**src/rtl/uart_mmio_responder_pkg.sv**
```systemverilog
// uart_mmio_responder_pkg
//   Shared definitions for the UART MMIO responder: register offsets inside
//   the 16-byte window, the default window base and the address-hit helper.
package uart_mmio_responder_pkg;

   localparam logic [31:0] UART_BASE_ADDR = 32'h8000_0000;

   localparam logic [3:0] UART_TX_STATUS = 4'h0;
   localparam logic [3:0] UART_RX_STATUS = 4'h4;
   localparam logic [3:0] UART_TX_DATA   = 4'h8;
   localparam logic [3:0] UART_RX_DATA   = 4'hC;

   // A hit needs the upper 28 bits to match the window and a word-aligned address.
   function automatic logic addr_hit(input logic [31:0] addr, input logic [31:0] base);
      return (addr[31:4] == base[31:4]) && (addr[1:0] == 2'b00);
   endfunction

endpackage

```
**src/rtl/uart_mmio_responder_if.sv**
```systemverilog
// uart_mmio_responder_if
//   Bundles the CPU load/store strobes and the UART transmitter/receiver
//   byte handshakes.
//   slave  : responder side (receives CPU access, drives UART TX, accepts RX)
//   master : CPU + UART model side
interface uart_mmio_responder_if;
   logic [31:0] Addr;
   logic [31:0] WriteData;
   logic        WE;
   logic        RE;
   logic [31:0] ReadData;
   logic [7:0]  DataIn;
   logic        DataInValid;
   logic        DataInReady;
   logic [7:0]  DataOut;
   logic        DataOutValid;
   logic        DataOutReady;

   modport slave (
      input  Addr, WriteData, WE, RE, DataInReady, DataOut, DataOutValid,
      output ReadData, DataIn, DataInValid, DataOutReady
   );

   modport master (
      output Addr, WriteData, WE, RE, DataInReady, DataOut, DataOutValid,
      input  ReadData, DataIn, DataInValid, DataOutReady
   );
endinterface

```
**src/rtl/uart_mmio_responder_tx_fifo.sv**
```systemverilog
// uart_tx_fifo
//   Synchronous FIFO feeding the UART transmitter. Pointers carry one extra
//   wrap bit so full and empty are distinguishable without a counter.
//   Ports:
//     Clock, Reset : clock, synchronous active-high reset
//     push, din    : write request and data (accepted when not full, or when
//                    full with a simultaneous pop)
//     pop          : read request (ignored when empty)
//     dout         : head entry, combinational from registered state
//     full, empty  : status
module uart_tx_fifo #(
   parameter int WIDTH = 8,
   parameter int DEPTH = 4
) (
   input  logic             Clock,
   input  logic             Reset,
   input  logic             push,
   input  logic [WIDTH-1:0] din,
   input  logic             pop,
   output logic [WIDTH-1:0] dout,
   output logic             full,
   output logic             empty
);

   localparam int AW = $clog2(DEPTH);
   localparam int PW = AW + 1;

   logic [PW-1:0]    wr_ptr_q, wr_ptr_d;
   logic [PW-1:0]    rd_ptr_q, rd_ptr_d;
   logic [WIDTH-1:0] mem_q [DEPTH];
   logic [WIDTH-1:0] mem_d [DEPTH];
   logic             wr_en;
   logic             rd_en;

   assign empty = (wr_ptr_q == rd_ptr_q);
   assign full  = (wr_ptr_q[PW-1] != rd_ptr_q[PW-1]) &&
                  (wr_ptr_q[AW-1:0] == rd_ptr_q[AW-1:0]);
   assign dout  = mem_q[rd_ptr_q[AW-1:0]];

   assign rd_en = pop && !empty;
   // When full, the pop frees the head slot on this same edge, so the
   // incoming byte lands exactly where the head is being read out.
   assign wr_en = push && (!full || rd_en);

   always_comb begin
      wr_ptr_d = wr_ptr_q;
      rd_ptr_d = rd_ptr_q;
      mem_d    = mem_q;
      if (wr_en) begin
         mem_d[wr_ptr_q[AW-1:0]] = din;
         wr_ptr_d = wr_ptr_q + PW'(1);
      end
      if (rd_en) begin
         rd_ptr_d = rd_ptr_q + PW'(1);
      end
   end

   always_ff @(posedge Clock) begin
      if (Reset) begin
         wr_ptr_q <= '0;
         rd_ptr_q <= '0;
      end else begin
         wr_ptr_q <= wr_ptr_d;
         rd_ptr_q <= rd_ptr_d;
      end
   end

   // Storage needs no reset; the pointers define what is valid.
   always_ff @(posedge Clock) begin
      mem_q <= mem_d;
   end

endmodule

```
**src/rtl/uart_mmio_responder.sv**
```systemverilog
// uart_mmio_responder
//   CPU-side responder for the UART MMIO window. Serves status/data loads
//   with one cycle of latency, queues stored bytes into a TX FIFO that drains
//   into the UART transmitter, and holds one received byte until read.
//   Ports:
//     Clock, Reset : clock, synchronous active-high reset
//     bus (slave)  : CPU Addr/WriteData/WE/RE/ReadData, UART TX
//                    DataIn/DataInValid/DataInReady, UART RX
//                    DataOut/DataOutValid/DataOutReady
//   Register map (offset from BASE_ADDR):
//     0x0 load : {30'b0, tx_ovf, ~full}; load clears tx_ovf
//     0x4 load : {31'b0, rx_valid}
//     0x8 store: push WriteData[7:0] into TX FIFO
//     0xC load : rx_data when rx_valid (then clears rx_valid), else 0
module uart_mmio_responder
   import uart_mmio_responder_pkg::*;
#(
   parameter int          TX_DEPTH  = 4,
   parameter logic [31:0] BASE_ADDR = UART_BASE_ADDR
) (
   input  logic                 Clock,
   input  logic                 Reset,
   uart_mmio_responder_if.slave bus
);

   logic        hit;
   logic [3:0]  offset;
   logic        load_hit;
   logic        store_hit;
   logic        push;
   logic        pop;
   logic        full;
   logic        empty;
   logic [7:0]  fifo_dout;

   logic        tx_ovf_q, tx_ovf_d;
   logic        rx_valid_q, rx_valid_d;
   logic [7:0]  rx_data_q, rx_data_d;
   logic [31:0] read_data_q, read_data_d;
   logic [31:0] load_value;

   assign hit       = addr_hit(bus.Addr, BASE_ADDR);
   assign offset    = bus.Addr[3:0];
   assign load_hit  = bus.RE && hit;
   assign store_hit = bus.WE && hit;

   assign push = store_hit && (offset == UART_TX_DATA);
   assign pop  = bus.DataInValid && bus.DataInReady;

   uart_tx_fifo #(
      .WIDTH (8),
      .DEPTH (TX_DEPTH)
   ) u_tx_fifo (
      .Clock (Clock),
      .Reset (Reset),
      .push  (push),
      .din   (bus.WriteData[7:0]),
      .pop   (pop),
      .dout  (fifo_dout),
      .full  (full),
      .empty (empty)
   );

   assign bus.DataIn       = fifo_dout;
   assign bus.DataInValid  = !empty;
   assign bus.DataOutReady = !rx_valid_q;

   // Load data is taken from pre-edge state, so a concurrent store or
   // receive is not visible in this load's result.
   always_comb begin
      load_value = 32'h0;
      if (hit) begin
         unique case (offset)
            UART_TX_STATUS: load_value = {30'b0, tx_ovf_q, !full};
            UART_RX_STATUS: load_value = {31'b0, rx_valid_q};
            UART_RX_DATA:   load_value = rx_valid_q ? {24'b0, rx_data_q} : 32'h0;
            default:        load_value = 32'h0;
         endcase
      end
   end

   always_comb begin
      read_data_d = read_data_q;
      tx_ovf_d    = tx_ovf_q;
      rx_valid_d  = rx_valid_q;
      rx_data_d   = rx_data_q;

      if (bus.RE) begin
         read_data_d = load_value;
      end

      if (load_hit && (offset == UART_TX_STATUS)) begin
         tx_ovf_d = 1'b0;
      end
      // Overflow set wins over a same-cycle clear by a status load.
      if (push && full && !pop) begin
         tx_ovf_d = 1'b1;
      end

      if (load_hit && (offset == UART_RX_DATA) && rx_valid_q) begin
         rx_valid_d = 1'b0;
      end
      // DataOutReady is ~rx_valid, so a capture never collides with a clear.
      if (bus.DataOutValid && !rx_valid_q) begin
         rx_valid_d = 1'b1;
         rx_data_d  = bus.DataOut;
      end
   end

   always_ff @(posedge Clock) begin
      if (Reset) begin
         read_data_q <= 32'h0;
         tx_ovf_q    <= 1'b0;
         rx_valid_q  <= 1'b0;
         rx_data_q   <= 8'h0;
      end else begin
         read_data_q <= read_data_d;
         tx_ovf_q    <= tx_ovf_d;
         rx_valid_q  <= rx_valid_d;
         rx_data_q   <= rx_data_d;
      end
   end

   assign bus.ReadData = read_data_q;

endmodule

```
**src/flat_wrapper.sv**
```systemverilog
// flat-port wrapper written by rule: the top's interface ports become plain ports
module uart_mmio_responder_flat import uart_mmio_responder_pkg::*;
#(
   parameter int          TX_DEPTH  = 4,
   parameter logic [31:0] BASE_ADDR = UART_BASE_ADDR
)
  (Clock, Reset, bus_Addr, bus_WriteData, bus_WE, bus_RE, bus_DataInReady, bus_DataOut, bus_DataOutValid, bus_ReadData, bus_DataIn, bus_DataInValid, bus_DataOutReady);
  uart_mmio_responder_if bus_i ();
  input  logic Clock;
  input  logic Reset;
  input wire logic [$bits(bus_i.Addr)-1:0] bus_Addr;
  input wire logic [$bits(bus_i.WriteData)-1:0] bus_WriteData;
  input wire logic [$bits(bus_i.WE)-1:0] bus_WE;
  input wire logic [$bits(bus_i.RE)-1:0] bus_RE;
  input wire logic [$bits(bus_i.DataInReady)-1:0] bus_DataInReady;
  input wire logic [$bits(bus_i.DataOut)-1:0] bus_DataOut;
  input wire logic [$bits(bus_i.DataOutValid)-1:0] bus_DataOutValid;
  output wire logic [$bits(bus_i.ReadData)-1:0] bus_ReadData;
  output wire logic [$bits(bus_i.DataIn)-1:0] bus_DataIn;
  output wire logic [$bits(bus_i.DataInValid)-1:0] bus_DataInValid;
  output wire logic [$bits(bus_i.DataOutReady)-1:0] bus_DataOutReady;
  assign bus_i.Addr = bus_Addr;
  assign bus_i.WriteData = bus_WriteData;
  assign bus_i.WE = bus_WE;
  assign bus_i.RE = bus_RE;
  assign bus_i.DataInReady = bus_DataInReady;
  assign bus_i.DataOut = bus_DataOut;
  assign bus_i.DataOutValid = bus_DataOutValid;
  assign bus_ReadData = bus_i.ReadData;
  assign bus_DataIn = bus_i.DataIn;
  assign bus_DataInValid = bus_i.DataInValid;
  assign bus_DataOutReady = bus_i.DataOutReady;
  uart_mmio_responder #(.TX_DEPTH(TX_DEPTH), .BASE_ADDR(BASE_ADDR)) u_core (.Clock(Clock), .Reset(Reset), .bus(bus_i));
endmodule
```
**config.mk**
```make
export PLATFORM = sky130hd
export DESIGN_NAME = uart_mmio_responder_flat
export DESIGN_NICKNAME = d
export VERILOG_FILES = /design/src/rtl/uart_mmio_responder_pkg.sv /design/src/rtl/uart_mmio_responder_if.sv /design/src/rtl/uart_mmio_responder_tx_fifo.sv /design/src/rtl/uart_mmio_responder.sv /design/src/flat_wrapper.sv
export SDC_FILE = /design/constraint.sdc
export NUM_CORES = 1
export LEC_CHECK = 0
export ABC_AREA = 1
export BUFFER_PORTS_ARGS = -buffer_cell sky130_fd_sc_hd__buf_4
export CORE_ASPECT_RATIO = 1.5
export CORE_UTILIZATION = 47
export DETAILED_ROUTE_END_ITERATION = 16
export PLACE_DENSITY = 0.8
export SYNTH_ARGS = -nofsm -noshare
export SYNTH_HDL_FRONTEND = slang
export SYNTH_SLANG_ARGS = --single-unit
```
**constraint.sdc**
```tcl
create_clock -name Clock -period 1.9 [get_ports Clock]
set_input_delay 0.38 -clock Clock [delete_from_list [all_inputs] [get_ports Clock]]
set_output_delay 0.38 -clock Clock [all_outputs]
set_load 0.005 [all_outputs]
```
==> results.py, run 1 <==
metrics = {
    "outcome": {
        "result_of_the_run": "complete, no violations",
    },
    "logic_synthesis": {
        "seq_area_frac_synth_pct": 55.33,
        "synth_compound_gate_area_share_pct": 10.85,
        "ys_warn_count": 0,
        "synthesis.area_sq_um": 2605,
        "synth_top_family_by_area": "simple AND/OR/NAND/NOR gates",
        "synth_simple_gate_area_share_pct": 18.59,
        "synth-adder-area-share_pct": 2.402,
        "synth_area_in_xor_xnor_pct": 0.6244,
        "number_of_distinct_standard_cells_referenced_by_the_synthesized_netlist": 29,
        "ys_seq_elements": 56,
        "syn_avg_cell_area_sq_um": 9.108,
        "post_synth_mux_area_share_pct": 0,
        "syn-instance-count": 286,
    },
    "clocking": {
        "tritoncts.num_buffers": 5,
        "cts_tree": "yes",
        "worst_skew_pair.late_latency_ns": 0.31,
        "cts.path.max_buffers": 2,
        "clock_sinks": 56,
        "clockRootBuffer": "clkbuf_8",
        "clkTransAtPathRegs_ns": 0.10,
        "cts.hold.buffers_added": 0,
        "htree_num_levels": 2,
    },
    "sta": {
        "hold_viol": 0,
        "fin_crit_ns": 1.799,
        "fin_worst_skew_ns": 0.007091,
        "max_freq_ghz": 0.5558,
        "finalSetupTns_ns": 0,
        "setup-violations-final": 0,
        "layout_worst_path_cycle_share_pct": 94.70,
        "finalMaxSlewViolations": 0,
        "grt_setup_unrepaired": "false",
        "final.hold.worst_slack_ns": 0.2683,
    },
    "placement": {
        "dpl.hpwl_um": 3708,
        "routabilityCongestion": 0.7872,
        "buffer_ports.inserted": 71,
    },
    "global_routing": {
        "via_count_of_the_first_global_routing_pass": 2026,
        "grt_pass1_wl_um": 8652,
        "grt_max_degree": 20,
        "grtUsageTotal_pct": 18.98,
        "globalRouteOverflowTotal": 0,
        "antenna_violations_before_repair": 0,
    },
    "setup_path": {
        "timing.critical_path.slowest_cell_delay_ns": 0.42,
        "cp_max_fanout": 9,
        "worstPathCellList": "clkinvlp_4 -> buf_4 -> o21ai_0 -> o22ai_1 -> buf_4",
        "worstRegToRegCells": 7,
        "endpoint_kind": "output pin",
        "cp_slowest_cell": "dfxtp_2",
        "setup.worst_path.class": "flop to output pin",
        "worstPathRequired_ns": 1.52,
        "worstReg2RegStart": "u_core.u_tx_fifo.rd_ptr_q[1]",
        "worst-endpoint-arrival_ns": 1.42,
        "ff2ff_setup_slack_ns": 0.33,
        "start_kind": "flop",
        "cpMostUsedCell": "buf_4",
        "regToRegEndpoint": "u_core.u_tx_fifo.mem_q[4]",
    },
    "detailed_routing": {
        "wl_per_cell_um": 11.77,
        "drt_drc_violations_left": 0,
        "routed_wl_um": 5142,
        "viasPerCell": 4.757,
        "detailedRoute.firstPassIterationCount": 4,
        "vias": 2079,
        "drt-initial-drc-count": 38,
        "final_antenna_net_count": 0,
    },
    "floorplan": {
        "core_area_sq_um": 5245,
        "die_area_sq_um": 5850,
        "die-height_um": 93.18,
        "die_w_um": 62.79,
        "design.portCount": 120,
        "row_count": 32,
        "effective_utilization_at_floorplan_pct": 49.67,
    },
    "hold_path": {
        "worst_hold_path_stage_count": 1,
        "min_delay_startpoint": "bus_WriteData[0]",
        "hold-path-endpoint": "u_core.u_tx_fifo.mem_q[16]",
        "worstHoldPathType": "input pin to flop",
    },
    "power_and_ir_drop": {
        "design_power_total_mw": 2.339,
        "cellLeakagePower_nw": 1.429,
        "pwr_density_cell_nw_per_um2": 710.1,
        "vdd_drop_max_v": 0.0006327,
    },
    "cells_and_area": {
        "layout.cells.most_common_list": "81 x buf_4, 56 x nor2_1, 32 x edfxtp_1",
        "nets": 451,
        "antennaDiodeCount": 0,
        "mostFrequentLayoutCell": "buf_4",
        "area_growth_syn_to_layout_pct": 26.46,
        "layout-drive-gt1-share_pct": 28.18,
        "nFillCells": 437,
    },
    "run": {
        "max_cap_violations": 0,
    },
}
==> power by group <==
part | internal, mW | switching (mW)
logic | 0.187 | 0.178
clock network | 0.269 | 0.388
registers | 1.30 | 0.0180
==> Yosys cell counts <==
| master | instances | area (sq um) |
|---|---|---|
| nor2_1 | 56 | 210.2 |
| edfxtp_1 | 32 | 960.9 |
| nand2_1 | 31 | 116.4 |
| o21ai_0 | 31 | 155.2 |
| buf_4 | 25 | 187.7 |
| dfxtp_1 | 24 | 480.5 |
| inv_1 | 23 | 86.33 |
| a21oi_1 | 14 | 70.07 |
| nand3_1 | 10 | 50.05 |
| o22ai_1 | 8 | 50.05 |
| ha_1 | 5 | 62.56 |
| clkbuf_1 | 3 | 11.26 |
| nand2_2 | 3 | 18.77 |
| nand4_1 | 3 | 18.77 |
| buf_2 | 2 | 10.01 |
| nor2_2 | 2 | 12.51 |
| nor3_1 | 2 | 10.01 |
| and3_1 | 1 | 6.260 |
| clkinv_1 | 1 | 3.750 |
| clkinv_2 | 1 | 5.000 |
| conb_1 | 1 | 3.750 |
| inv_2 | 1 | 3.750 |
| inv_4 | 1 | 6.260 |
| nand3_2 | 1 | 10.01 |
| nand3b_1 | 1 | 7.510 |
| nor2_4 | 1 | 11.26 |
| nor3b_2 | 1 | 12.51 |
| o21bai_1 | 1 | 7.510 |
| xnor2_2 | 1 | 16.27 |
==> repair_timing <==
item | 4_1_cts | 5_1_grt
gates resized for setup | 2 | 0
buffers inserted | 3 | 0
setup endpoints to repair | 3 | 0
==> layout make-up <==
| cell class | count | area, sq um | area share, % |
|---|---|---|---|
| flip-flops and latches | 56 | 1443 | 43.79 |
| multi-input cells | 196 | 935.9 | 28.41 |
| repair buffers | 82 | 628.1 | 19.07 |
| inverters | 27 | 108.9 | 3.304 |
| well taps | 68 | 85.08 | 2.583 |
| clock buffers | 5 | 68.82 | 2.089 |
| clock inverters | 3 | 25.02 | 0.7596 |
==> critical path, delay by kind of cell, from the launching register on <==
kind                   cells  cell delay, ns
DFF                        1            0.42
buffers and inverters      3            0.41
AOI/OAI and AO/OA          2            0.28
==> how the worst max path moves through the flow <==
| stage | startpoint | to | cells past startpoint |
|---|---|---|---|
| after detailed placement | bus_Addr[1] | u_core.u_tx_fifo.mem_q[29] | 9 |
| after global placement | bus_Addr[1] | u_core.u_tx_fifo.mem_q[14] | 9 |
| after CTS | u_core.u_tx_fifo.rd_ptr_q[0] | bus_DataIn[7] | 4 |
| after floorplan | bus_Addr[1] | u_core.u_tx_fifo.mem_q[10] | 7 |
| after global routing | u_core.u_tx_fifo.rd_ptr_q[0] | bus_DataIn[2] | 4 |
| final | u_core.u_tx_fifo.rd_ptr_q[0] | bus_DataIn[4] | 5 |
==> layer usage <==
layer,share of wire (%),routed length [um],global-route usage [%],vias up
li1,-,-,-,1065
met1,36,1866,18.26,951
met2,59,3031,38.95,58
met3,3.7,191,3.780,5
met4,1.0,53,6.008,0
met5,0,0,0,-
==> registers in the layout, summed over array words and instances (netlist names) <==
| name | cells |
|---|---|
| u_core.u_tx_fifo.mem_q | 32 |
| u_core.bus.ReadData | 8 |
| u_core.rx_data_q | 8 |
| u_core.u_tx_fifo.rd_ptr_q | 3 |
| u_core.u_tx_fifo.wr_ptr_q | 3 |
| u_core.rx_valid_q | 1 |
| u_core.tx_ovf_q | 1 |
==> logic make-up (layout without fill, tap and decap cells) <==
kind of cell,after synthesis,in the layout
AO/OA/AOI/OAI,54,54
XOR/XNOR,1,1
adder cells (fa/ha/maj),5,5
buffers and inverters,57,117
flip-flops,56,56
other,1,24
AND/OR/NAND/NOR,112,112
==> through the flow <==
stage	utilization (%)	cell area [sq um]	setup slack [ns]	instances
finish	62.81	3294	0.1007	437
global route	62.81	3294	0.01715	437
CTS	62.81	3294	0.1057	437
detailed placement	60.50	3173	0.1562	426
global placement	60.50	3173	0.1654	426
floorplan	-	2691	0.1539	309
(Power assumes the default switching activity.)
==> inputs of run 2 (changes only) <==
--- a/config.mk
+++ b/config.mk
@@ -5,12 +5,11 @@
 export SDC_FILE = /design/constraint.sdc
 export NUM_CORES = 1
 export LEC_CHECK = 0
-export ABC_AREA = 1
 export BUFFER_PORTS_ARGS = -buffer_cell sky130_fd_sc_hd__buf_4
 export CORE_ASPECT_RATIO = 1.5
-export CORE_UTILIZATION = 47
+export CORE_UTILIZATION = 46
 export DETAILED_ROUTE_END_ITERATION = 16
-export PLACE_DENSITY = 0.8
+export PLACE_DENSITY = 0.79
 export SYNTH_ARGS = -nofsm -noshare
 export SYNTH_HDL_FRONTEND = slang
 export SYNTH_SLANG_ARGS = --single-unit
==> results.py, run 2 <==
metrics = {
    "cells_and_area": {
        "layout.cells.most_common_list": "82 x buf_4, 32 x edfxtp_1, 24 x conb_1",
        "area_growth_syn_to_layout_pct": 36.00,
        "nFillCells": 432,
        "final_core_utilization_pct": 64.44,
        "nets": 374,
        "largest_register": "u_core.u_tx_fifo.mem_q",
        "layout-drive-gt1-share_pct": 45.89,
        "mostFrequentLayoutCell": "buf_4",
        "largest_register_ff_count": 32,
        "antennaDiodeCount": 0,
    },
    "detailed_routing": {
        "wire_length_on_met3_um": 226,
        "routed_wl_um": 5050,
        "wl_met2_um": 2771,
        "final_antenna_net_count": 0,
        "wl_per_cell_um": 13.95,
        "met1Wirelength_um": 1957,
        "drt-initial-drc-count": 32,
        "drt_drc_violations_left": 0,
        "vias": 1794,
        "viasPerCell": 4.956,
        "highest_layer": "met4",
        "detailedRoute.firstPassIterationCount": 4,
    },
    "clocking": {
        "clockRootBuffer": "clkbuf_8",
        "clock_sinks": 56,
        "cts.hold.buffers_added": 0,
        "htree_num_levels": 2,
        "cts_tree": "yes",
        "worst_skew_pair.late_latency_ns": 0.30,
        "tritoncts.num_buffers": 5,
        "clkTransAtPathRegs_ns": 0.09,
        "cts.path.max_buffers": 2,
    },
    "logic_synthesis": {
        "syn-instance-count": 197,
        "ys_seq_elements": 56,
        "netlist_top_cells_area": "edfxtp_1 37%, dfxtp_1 19%, buf_4 7.0%",
        "synth-async-reset-ratio_pct": 0,
        "yosysTopAreaCellShare_pct": 37.21,
        "syn_avg_cell_area_sq_um": 13.11,
        "postSynth.topFlopCell": "edfxtp_1",
        "synth_edf_count": 32,
        "synthesis.area_sq_um": 2582,
        "synth.cells.most_frequent": "32 x edfxtp_1, 24 x buf_4, 24 x dfxtp_1",
        "post-synth-top-count-cell": "edfxtp_1",
        "ys_warn_count": 0,
        "seq_area_frac_synth_pct": 55.81,
        "number_of_distinct_standard_cells_referenced_by_the_synthesized_netlist": 46,
        "synth_top_cell_by_area": "edfxtp_1",
    },
    "setup_path": {
        "worstReg2RegStart": "u_core.u_tx_fifo.rd_ptr_q[1]",
        "worst-path-buf-inv": 5,
        "cpMostUsedCell": "buf_4",
        "cp_max_fanout": 4,
        "worstSetupStartpoint": "bus_Addr[19]",
        "endpoint_kind": "flop",
        "setup.worst_path.class": "input pin to flop",
        "worst-endpoint-arrival_ns": 2.39,
        "worst_path_dominant_cell_family": "simple AND/OR/NAND/NOR gates",
        "worstPathRequired_ns": 2.09,
        "timing.critical_path.slowest_cell_delay_ns": 0.58,
        "worstPathCellList": "buf_6 -> or4_4 -> or4_4 -> buf_4 -> buf_6 -> buf_4 -> buf_4 -> o31ai_2 -> a21oi_1",
        "start_kind": "input pin",
        "cp_slowest_cell": "or4_4",
    },
    "floorplan": {
        "row_count": 33,
        "effective_utilization_at_floorplan_pct": 47.38,
        "core_area_sq_um": 5450,
        "design.portCount": 120,
        "die_area_sq_um": 5924,
        "die_w_um": 63.18,
        "die-height_um": 93.77,
    },
    "sta": {
        "setup-violations-final": 44,
        "hold_viol": 0,
        "fin_crit_ns": 2.199,
        "final_critical_path_setup_slack_ns": -0.2988,
        "finalSetupTns_ns": -11.73,
        "max_freq_ghz": 0.4548,
        "layout_worst_path_cycle_share_pct": 115.7,
        "fin_worst_skew_ns": 0.002628,
        "finalMaxSlewViolations": 0,
        "grt_setup_unrepaired": "true",
    },
    "placement": {
        "dpl.hpwl_um": 3736,
        "buffer_ports.inserted": 71,
        "routabilityCongestion": 0.8048,
        "pre_cts_slack_ns": -0.6432,
    },
    "global_routing": {
        "grt_max_degree": 24,
        "grtUsageTotal_pct": 17.93,
        "via_count_of_the_first_global_routing_pass": 1800,
        "grt_pass1_wl_um": 8066,
        "globalRouteOverflowTotal": 0,
        "antenna_violations_before_repair": 0,
    },
    "power_and_ir_drop": {
        "pwr_density_cell_nw_per_um2": 646.4,
        "vdd_drop_max_v": 0.0004282,
        "design_power_total_mw": 2.270,
        "cellLeakagePower_nw": 1.441,
    },
    "outcome": {
        "result_of_the_run": "finished with violations",
        "violations_in_the_final_reports": "setup timing",
    },
    "run": {
        "max_cap_violations": 0,
    },
    "hold_path": {
        "min_delay_startpoint": "bus_WriteData[6]",
        "worstHoldPathType": "input pin to flop",
    },
}
## run 2: worst paths after layout
check	to	slack (ns)	cells after the start
min reg2reg	u_core.bus.ReadData[4]	0.47	1
max reg2reg	u_core.u_tx_fifo.wr_ptr_q[1]	0.14	8
max	u_core.tx_ovf_q	-0.30	9
min	u_core.u_tx_fifo.mem_q[6]	0.28	1
## run 2: layer usage
layer | GRT usage (%) | vias to the layer above
met5 | 0 | -
met3 | 4.612 | 8
met1 | 18.97 | 844
met2 | 33.24 | 75
met4 | 7.386 | 0
li1 | - | 867
## run 2: kinds of logic (layout without fill, tap and decap cells)
logic type | after synthesis | in the layout | share of synthesized area [%]
xor gates and xnor gates | 6 | 6 | 2.035
AOI/OAI and AO/OA | 19 | 19 | 5.621
adders and majority gates | 5 | 5 | 2.422
muxes | 19 | 19 | 11.48
other | 1 | 24 | 0.1452
DFF | 56 | 56 | 55.81
and+or+nand+nor | 56 | 56 | 13.57
buffers and inverters | 35 | 107 | 8.914
## run 2: timing repair
action | CTS | global route
pin swaps | 8 | 4
setup buffers | 3 | 3
endpoints found under the setup margin | 51 | 48
gates resized for setup | 13 | 16
## run 2: power breakdown
part	leakage, nW	switching (mW)	internal [mW]
Clock	0.0614	0.369	0.431
Combinational	0.895	0.0738	0.103
Sequential	0.484	0.00704	1.29
## run 2: stage by stage
| step | hold WS [ns] | instance area [sq um] | std cells |
|---|---|---|---|
| CTS | 0.2652 | 3416 | 359 |
| detailed placement | 0.4532 | 3224 | 348 |
| finish | 0.2772 | 3512 | 362 |
| floorplan | 0.4387 | 2688 | 220 |
| global route | 0.2578 | 3512 | 362 |
| global placement | 0.4451 | 3224 | 348 |
## run 2: final cells by class
class / count / area [sq um] / area share, %
multi-input combinational: 129 / 1075 / 30.60
timing repair buffer: 94 / 759.5 / 21.62
clock buffer: 6 / 82.58 / 2.351
tap: 70 / 87.58 / 2.494
inverter: 5 / 18.77 / 0.5344
clock inverter: 2 / 38.79 / 1.104
sequential: 56 / 1450 / 41.29
==> inputs of run 3 (changes only) <==
--- a/config.mk
+++ b/config.mk
@@ -6,10 +6,12 @@
 export NUM_CORES = 1
 export LEC_CHECK = 0
 export BUFFER_PORTS_ARGS = -buffer_cell sky130_fd_sc_hd__buf_4
+export CAP_MARGIN = 15
 export CORE_ASPECT_RATIO = 1.5
 export CORE_UTILIZATION = 46
 export DETAILED_ROUTE_END_ITERATION = 16
 export PLACE_DENSITY = 0.79
+export RECOVER_POWER = 50
 export SYNTH_ARGS = -nofsm -noshare
 export SYNTH_HDL_FRONTEND = slang
 export SYNTH_SLANG_ARGS = --single-unit
==> constraint.sdc (replaced) <==
create_clock -name Clock -period 2.1 [get_ports Clock]
set_input_delay 0.42 -clock Clock [delete_from_list [all_inputs] [get_ports Clock]]
set_output_delay 0.42 -clock Clock [all_outputs]
set_load 0.005 [all_outputs]
==> results.py, run 3 (synthesized netlist as in run 2, its figures left out) <==
metrics = {
    "setup_path": {
        "cp_max_fanout": 5,
        "worst-endpoint-arrival_ns": 2.40,
        "worst_path_dominant_cell_family": "simple AND/OR/NAND/NOR gates",
        "worst-path-buf-inv": 2,
        "setup.worst_path.class": "input pin to flop",
        "cp_slowest_cell": "or4_4",
        "endpoint_kind": "flop",
        "worstPathCellList": "buf_6 -> or4_4 -> or4_4 -> nor4b_4 -> buf_4 -> mux2_4",
        "start_kind": "input pin",
        "timing.critical_path.slowest_cell_delay_ns": 0.55,
        "cpMostUsedCell": "or4_4",
        "worstPathRequired_ns": 2.30,
    },
    "detailed_routing": {
        "drt-initial-drc-count": 44,
        "routed_wl_um": 4651,
        "vias": 1769,
        "detailedRoute.firstPassIterationCount": 4,
        "wl_per_cell_um": 13.18,
        "drt_drc_violations_left": 0,
        "viasPerCell": 5.011,
        "final_antenna_net_count": 0,
    },
    "power_and_ir_drop": {
        "cellLeakagePower_nw": 1.318,
        "design_power_total_mw": 1.882,
        "pwr_density_cell_nw_per_um2": 576.5,
        "vdd_drop_max_v": 0.0005000,
    },
    "placement": {
        "dpl.hpwl_um": 3651,
        "buffer_ports.inserted": 71,
        "place.detailed.instances": 344,
        "routabilityCongestion": 0.8574,
        "pre_cts_slack_ns": -0.5695,
    },
    "sta": {
        "hold_viol": 0,
        "final_critical_path_setup_slack_ns": -0.1052,
        "fin_crit_ns": 2.205,
        "setup-violations-final": 35,
        "finalSetupTns_ns": -3.173,
        "tightestPinTransition_ns": 0.5726,
        "max-slew-margin-rel_pct": 61.83,
        "layout_worst_path_cycle_share_pct": 105.0,
        "max_freq_ghz": 0.4535,
        "fin_worst_skew_ns": 0.006247,
        "finalMaxSlewViolations": 0,
        "grt_setup_unrepaired": "true",
    },
    "outcome": {
        "result_of_the_run": "finished with violations",
        "violations_in_the_final_reports": "setup timing",
    },
    "clocking": {
        "cts.hold.buffers_added": 0,
        "clock_sinks": 56,
        "clkTransAtPathRegs_ns": 0.09,
        "cts.path.max_buffers": 2,
        "tritoncts.num_buffers": 5,
        "htree_num_levels": 2,
        "clockRootBuffer": "clkbuf_8",
        "cts_tree": "yes",
        "worst_skew_pair.late_latency_ns": 0.30,
    },
    "global_routing": {
        "antenna_violations_before_repair": 0,
        "grt_pass1_wl_um": 7714,
        "grtUsageTotal_pct": 16.90,
        "grt_max_degree": 24,
        "globalRouteOverflowTotal": 0,
        "via_count_of_the_first_global_routing_pass": 1766,
    },
    "floorplan": {
        "die_area_sq_um": 5924,
        "core_area_sq_um": 5450,
        "effective_utilization_at_floorplan_pct": 47.38,
        "die-height_um": 93.77,
        "row_count": 33,
        "design.portCount": 120,
        "die_w_um": 63.18,
    },
    "cells_and_area": {
        "area_growth_syn_to_layout_pct": 26.40,
        "layout-drive-gt1-share_pct": 37.10,
        "nets": 365,
        "layout.cells.most_common_list": "73 x buf_4, 32 x edfxtp_1, 24 x conb_1, 24 x dfxtp_1, 18 x nor2_1",
        "antennaDiodeCount": 0,
        "instances_no_fill": 353,
        "nFillCells": 466,
        "mostFrequentLayoutCell": "buf_4",
        "largest_register": "u_core.u_tx_fifo.mem_q",
        "largest_register_ff_count": 32,
    },
    "run": {
        "max_cap_violations": 0,
    },
    "hold_path": {
        "worstHoldPathType": "input pin to flop",
    },
}
run 3: changes by cell type in the layout (fill, tap and decap cells not counted), sizes merged:
cell      previous run  this run
buf                 94        76
clkinvlp             0         1
bufinv               1         0
clkbuf               6        15
run 3: final timing paths:
check / end / slack, ns / start / depth (start not counted)
max reg2reg: u_core.u_tx_fifo.wr_ptr_q[0] / 0.26 / u_core.u_tx_fifo.rd_ptr_q[0] / 6
min reg2reg: u_core.bus.ReadData[0] / 0.48 / u_core.bus.ReadData[0] / 2
min: u_core.rx_data_q[0] / 0.34 / bus_DataOut[0] / 3
max: u_core.u_tx_fifo.wr_ptr_q[0] / -0.11 / bus_Addr[19] / 6
run 3: worst reg2reg max path, delay by kind of cell (launching register included):
family / cells / cell delay (ns)
flip-flops: 1 / 0.44
AND/OR/NAND/NOR: 2 / 0.44
buffers and inverters: 2 / 0.35
multiplexers: 1 / 0.28
XOR/XNOR: 1 / 0.22
run 3: metal layers:
layer	up-vias	GRT usage (%)	wire [um]
met4	0	6.439	109
met5	-	0	0
met2	90	31.99	2495
met1	818	17.83	1735
li1	852	-	-
met3	9	3.883	311
run 3: final cells by class:
cell class	instances	area (sq um)	share of cell area, %
clock inverter	2	12.51	0.3833
timing repair buffer	85	615.6	18.86
tap	70	87.58	2.683
multi-input combinational	129	1016	31.12
sequential	56	1441	44.15
clock buffer	6	72.57	2.223
inverter	5	18.77	0.5749
run 3: timing repair:
item / CTS / global route
gates resized for setup: 5 / 1
pin swaps: 6 / 1
setup endpoints to repair: 42 / 43
setup buffers: 1 / 0
run 3: per-stage QoR:
step	instance area, sq um	hold slack (ns)	utilization [%]
after floorplan	2674	0.4387	-
after global placement	3181	0.4468	58.36
after detailed placement	3181	0.4593	58.36
after CTS	3294	0.3092	60.45
after global routing	3264	0.3387	59.89
final	3264	0.3396	59.89
run 3: where the power goes:
part           internal [mW]  total [mW]  switching (mW)  leakage (nW)
sequential              1.17        1.17         0.00629         0.482
combinational         0.0834       0.149          0.0651         0.795
clock                  0.234       0.561           0.327        0.0412
total                   1.48        1.88           0.398          1.32
